==> src/rtl/svm_fea_dot.sv <==
// svm_fea_dot: dot product of each 36-feature HOG block with a programmable SVM weight table
module svm_fea_dot #(
   parameter int FEA_I   = 4,
   parameter int FEA_F   = 8,
   parameter int W_I     = 4,
   parameter int W_F     = 8,
   parameter int BLK_LEN = 36,
   parameter int NUM_BLK = 1131,
   parameter int ACC_W   = 32
) (
   input  logic                   clk,
   input  logic                   rst,
   input  logic [FEA_I+FEA_F-1:0] fea,
   input  logic                   i_valid,
   input  logic                   w_we,
   input  logic [5:0]             w_addr,
   input  logic [W_I+W_F-1:0]     w_data,
   output logic [ACC_W-1:0]       o_sum,
   output logic                   o_pos,
   output logic [10:0]            o_blk,
   output logic                   o_valid
);

   localparam int FW = FEA_I + FEA_F;
   localparam int WW = W_I + W_F;
   localparam int PW = FW + WW + 1;
   localparam logic [5:0]  LAST_IDX = 6'(BLK_LEN - 1);
   localparam logic [10:0] LAST_BLK = 11'(NUM_BLK - 1);

   logic [5:0]              idx;
   logic [WW-1:0]           wram [BLK_LEN];
   logic [FW-1:0]           s1_fea;
   logic [WW-1:0]           s1_w;
   logic                    s1_v;
   logic                    s1_first;
   logic                    s1_last;
   logic signed [PW-1:0]    s2_prod;
   logic                    s2_v;
   logic                    s2_first;
   logic                    s2_last;
   logic signed [ACC_W-1:0] prod_x;
   logic signed [ACC_W-1:0] acc;
   logic                    s3_v;
   logic                    s3_last;
   logic [10:0]             blk;

   // Weight table: out-of-range writes dropped; read-first so a same-cycle write is seen next read
   always_ff @(posedge clk) begin
      if (w_we && w_addr <= LAST_IDX) wram[w_addr] <= w_data;
      s1_w <= wram[idx];
   end

   // S1: feature index counts accepted features only, tagging block start and end
   always_ff @(posedge clk) begin
      if (!rst) begin
         idx      <= '0;
         s1_v     <= 1'b0;
         s1_fea   <= '0;
         s1_first <= 1'b0;
         s1_last  <= 1'b0;
      end else begin
         s1_v <= i_valid;
         if (i_valid) begin
            s1_fea   <= fea;
            s1_first <= idx == '0;
            s1_last  <= idx == LAST_IDX;
            idx      <= (idx == LAST_IDX) ? '0 : idx + 6'd1;
         end
      end
   end

   // S2: unsigned feature times signed weight, exact 25-bit product
   always_ff @(posedge clk) begin
      if (!rst) begin
         s2_v     <= 1'b0;
         s2_prod  <= '0;
         s2_first <= 1'b0;
         s2_last  <= 1'b0;
      end else begin
         s2_v     <= s1_v;
         s2_prod  <= PW'($signed({1'b0, s1_fea})) * PW'($signed(s1_w));
         s2_first <= s1_first;
         s2_last  <= s1_last;
      end
   end

   // Sign extension of the product into the accumulator width
   always_comb prod_x = ACC_W'(s2_prod);

   // S3: the first feature of a block restarts the sum, isolating back-to-back blocks
   always_ff @(posedge clk) begin
      if (!rst) begin
         s3_v    <= 1'b0;
         s3_last <= 1'b0;
         acc     <= '0;
      end else begin
         s3_v    <= s2_v;
         s3_last <= s2_last;
         if (s2_v) acc <= s2_first ? prod_x : acc + prod_x;
      end
   end

   // Output: publish the finished block and advance the wrapping block counter
   always_ff @(posedge clk) begin
      if (!rst) begin
         o_valid <= 1'b0;
         o_sum   <= '0;
         o_pos   <= 1'b0;
         o_blk   <= '0;
         blk     <= '0;
      end else begin
         o_valid <= s3_v && s3_last;
         if (s3_v && s3_last) begin
            o_sum <= acc;
            o_pos <= acc > 0;
            o_blk <= blk;
            blk   <= (blk == LAST_BLK) ? '0 : blk + 11'd1;
         end
      end
   end

endmodule

==> config.mk <==
export PLATFORM = sky130hd
export DESIGN_NAME = svm_fea_dot
export DESIGN_NICKNAME = d
export VERILOG_FILES = /design/src/rtl/svm_fea_dot.sv
export SDC_FILE = /design/constraint.sdc
export NUM_CORES = 1
export LEC_CHECK = 0
export CORE_ASPECT_RATIO = 0.6
export CORE_MARGIN = 2
export CORE_UTILIZATION = 34
export DETAILED_ROUTE_END_ITERATION = 12
export GPL_TIMING_DRIVEN = 0
export REMOVE_ABC_BUFFERS = 1
export SLEW_MARGIN = 20
export SYNTH_ARGS = -nofsm -noshare
export SYNTH_HDL_FRONTEND = slang
export SYNTH_SLANG_ARGS = --single-unit
==> constraint.sdc <==
create_clock -name clk -period 6.8 [get_ports clk]
set_input_delay 1.36 -clock clk [delete_from_list [all_inputs] [get_ports clk]]
set_output_delay 1.36 -clock clk [all_outputs]
set_load 0.02 [all_outputs]
* After elaboration in Yosys (flattened, before gate mapping)
Memories as Yosys holds them, arrays and structs flattened. A register that Yosys moved wholly into a read port is not among the register bits.
Index checks and enable logic that the tools add are counted.
** Cells by class
- Add/sub/neg operators :: 3
- Multipliers :: 1
- Magnitude comparators :: 2
- Eq/ne operators :: 2
- Muxes and demuxes :: 5
- Reductions and logical operators :: 3
** Operator list (number)
- 32-bit by 25-bit adder with 32-bit output :: 1
- 32-bit by 1-bit > comparator with 1-bit output (second input constant) :: 1
- 32-bit two-way mux :: 1
- 13-bit by 12-bit multiplier with 25-bit output :: 1
- 11-bit by 1-bit adder with 11-bit output (second input constant) :: 1
- 11-bit equality test (second input constant) :: 1
- 11-bit two-way mux :: 1
- 6-bit by 1-bit adder with 6-bit output (second input constant) :: 1
- 6-bit equality test (second input constant) :: 1
- 6-bit <= comparator (second input constant) :: 1
- 6-bit logical NOT :: 1
- 6-bit two-way mux :: 1
- 1-bit logical AND :: 2
- 1-bit two-way mux :: 2
** Word-level totals
- Register bits :: 139
- RAM bits :: 432
- Output and inout port bits :: 45
- Word-level logic and storage cells :: 34
- Memories :: 1
** Memories
- wram :: depth 36, bits a word 12, read ports 1, clocked after memory_dff 1, write ports 1, RTL line 31 : logic [WW-1:0] wram [BLK_LEN];

* Logic depth before layout (Yosys ltp)
- Word-level depth :: 4
- Depth in mapped cells :: 22

* Worst setup path before layout
Ideal clock, no wire load.
- Path type :: reg2reg
- Start point :: reg s1_fea[8]
- End point :: reg s2_prod[24]
- Setup time :: 128 ps
- Data arrival time :: 4993 ps
- Path slack :: 1680 ps
- Cell stages (with the launch flop) :: 23
- Buffers on the path :: 1
- Period minus slack after synthesis :: 5120 ps
- Path through :: dfxtp_1 -> clkbuf_1 -> nand2_1 -> fa_1 -> inv_1 -> ha_1 -> inv_1 -> fa_1 -> inv_1 -> fa_1 -> inv_1 -> fa_1 -> inv_1 -> ha_1 -> a21oi_1 -> nor2b_1 -> a311o_1 -> a311oi_2 -> o311ai_1 -> a21oi_1 -> o21ai_1 -> xnor2_1 -> nor2_1
** Between the ends
- Word-level cells in the longest chain between the ends :: 1
** RTL lines
- from (decl) :: RTL line 32 : logic [FW-1:0] s1_fea;
- from (signal assigned) :: RTL line 58 : s1_fea <= '0;
- from (signal assigned) :: RTL line 64 : s1_fea <= fea;
- 13-bit by 12-bit multiplier with 25-bit output :: RTL line 81 : s2_prod <= PW'($signed({1'b0, s1_fea})) * PW'($signed(s1_w));
- to (signal assigned) :: RTL line 81
- to (decl) :: RTL line 37 : logic signed [PW-1:0] s2_prod;
No other way between the ends.
A chain may end at the register's enable or synchronous reset.

* Worst setup path after layout
Ends and elaborated chain as after synthesis.

==> impl_metrics.yaml <==
status:
  status: "complete, no violations"
clocking:
  insertion_delay_ns: 0.68
  cts_tree: "built"
  cts_sinks: 583
  cts_hold_buf: 0
  htree_levels: 2
  clock_path_buffers: 3
  post_cts_buffers: 0
  ctsResizeCount: 0
  cts_root_buf: "clkbuf_16"
  clkTransAtPathRegs_ns: 0.06
  cts-buffers-inserted: 56
route:
  detail-route-antenna-nets: 0
  vias: 16784
  wire_per_inst_um: 19.5
  drt_pre_antenna_iters: 5
  routed_via_density: 5.16
  drtIter0Drc: 1766
  drc_errors: 0
  wl_mm: 63.5
logic_synthesis:
  yosysUniqueCellTypes: 71
  synth_warnings: 0
  ys_async_sr_fraction_pct: 0
  syn_avg_cell_area_um2: 13.6
  synth_edf_count: 432
  ys_seq_elements: 583
  synth_cells: 2078
  synth_top_area_share_pct: 45.8
  syn_area_um2: 28300
  synthFlopType: "edfxtp_1"
  yosysSeqAreaShare_pct: 56.5
  synthTopCellsByArea: "edfxtp_1, dfxtp_1, mux4_2, fa_1, ha_1"
  synth_largest_area_cell: "edfxtp_1"
placement:
  io_buffers: 78
  gp_congestion: 0.865
  pre_cts_ws_ns: 0.925
  hpwl_mm: 42.9
  post-place-cells: 3147
global_route:
  grt_max_degree: 52
  grt.total_usage_pct: 15.0
  antenna_found_initial: 0
  grt.overflow.total: 0
  grt_pass1_wl_mm: 98.3
  grt_pass1_vias: 16609
timing:
  fin_setup_tns_ns: 0
  hold_viol: 0
  finClkSkew_ns: 0.0682
  rsz0062_at_grt: "no"
  period_share_pct: 87.1
  maxSlewViolCount: 0
  setup_slack_ns: 0.878
  fmax_mhz: 169
  maxSlewHeadroom_pct: 40.8
  finalSetupViolCount: 0
  min_period_ns: 5.92
  tightest_slew_ns: 0.887
final_layout:
  final_cells: 3253
  final_common_cell: "edfxtp_1"
  final_layout_size_suffix_gt1_share_pct: 14.2
  fill_cells: 7587
  area_growth_pct: 13.8
  diodes: 0
  layout_common_cells: "edfxtp_1, nand2_1, inv_1, dfxtp_1, mux4_2"
  fin_nets: 2373
setup_path:
  cp.arrival_ns: 6.42
  crit_type: "reg2reg"
  crit_fanout: 13
  required_ns: 7.30
  crit_path_start_kind: "flip-flop"
  endpoint_kind: "flip-flop"
power_and_ir_drop:
  netSwitchingFraction_pct: 28.0
  p_int_w: 0.00627
  pwr-share-seq_pct: 46.2
  power_leakage_nw: 11.3
  peakVddDrop_uv: 232
  p_comb_share_pct: 18.5
  clockPowerShare_pct: 35.3
  p_switching_w: 0.00244
  p_total_w: 0.00870
  p_per_area_nw_per_um2: 270
die:
  io_pins: 79
  placeableCoreArea_um2: 82000
  rows: 81
  start_util_pct: 34.5
  fp.dieW_um: 376
  die_h_um: 227
  die-area_um2: 85600
hold_path:
  worstHoldPathType: "reg2reg"
job:
  maxCapViolCount: 0
==> power groups by stage <==
stage	combinational [W]	sequential, W	clock, W
6_report	0.00161	0.00402	0.00307
5_1_grt	0.00185	0.00404	0.00329
4_1_cts	0.00161	0.00402	0.00314
3_5_place_dp	0.00160	0.00410	0
3_3_place_gp	0.00155	0.00416	0
2_1_floorplan	0.00119	0.00409	0
==> layer usage <==
| layer | track usage, % | up-vias | routed length, um |
|---|---|---|---|
| li1 | - | 7599 | - |
| met4 | 3.48 | 0 | 933 |
| met3 | 2.70 | 68 | 4880 |
| met2 | 21.3 | 518 | 26600 |
| met5 | 0 | - | 0 |
| met1 | 23.5 | 8599 | 31200 |
==> cells in the mapped netlist (all sizes together) (11+ instances only) <==
library cell	number
nand4	15
edfxtp	432
mux4	132
nand2b	16
o21ai	70
mux2i	33
o211ai	15
ha	111
xnor2	18
xor2	27
nand3b	11
nor2	129
nand2	231
nor3	12
a21o	14
clkbuf	67
a21oi	99
buf	34
fa	102
dfxtp	151
and2	68
inv	166
nand3	11
==> worst max-delay path: stages (launching register included) <==
cell and delay [ns]:
dfxtp_1 0.75, nand2_1 0.17, fa_1 0.57, inv_1 0.04, ha_1 0.26, inv_1 0.05
fa_1 0.50, inv_1 0.06, fa_1 0.53, inv_1 0.05, fa_1 0.47, inv_1 0.05
ha_1 0.32, a21oi_1 0.15, nor2b_1 0.06, a311o_1 0.40, a311oi_2 0.44, o311ai_1 0.20
a21oi_1 0.35, o21ai_1 0.15, xnor2_1 0.17, nor2_1 0.05
==> area by class of cell <==
type | instances | area [um2] | share of cell area, %
clock buffer | 66 | 1450 | 4.50
clock inverter | 40 | 372 | 1.15
inverter | 167 | 629 | 1.95
multi-input combinational | 1227 | 11400 | 35.3
sequential | 583 | 16000 | 49.7
tap | 1079 | 1350 | 4.19
timing repair buffer | 91 | 1010 | 3.13
==> cell families after synthesis <==
group | synth area share (%)
mux | 11.7
buf+inv | 3.61
xor+xnor | 1.39
simple gates | 9.01
flops | 56.5
fa+ha+maj | 12.1
compound gates | 5.68
==> metrics by stage <==
step                util [%]  hold WS (ns)  area [um2]
finish                  39.3         0.435       32200
global route            39.3         0.445       32200
CTS                     39.2         0.439       32100
detailed placement      37.0         0.424       30300
global placement        36.6         0.420       30000
floorplan                  -         0.412       27900
==> flip-flops by register name, indices dropped and copies added, names as in the netlist <==
register	flops
o_valid	1
s1_last	1
s1_fea	12
s2_prod	25
o_pos	1
s2_first	1
o_sum	32
o_blk	11
acc	32
s1_v	1
s1_w	12
blk	11
idx	6
s3_last	1
s3_v	1
s1_first	1
s2_last	1
s2_v	1
wram	432
==> final timing paths <==
kind	cells after the start	start	slack [ns]	to
max	21	s1_fea[8]	0.88	s2_prod[24]
max reg2reg	21	s1_fea[8]	0.88	s2_prod[24]
min	1	s1_v	0.44	s2_v
min reg2reg	1	s1_v	0.44	s2_v
Power figures use the tool's default switching activity.
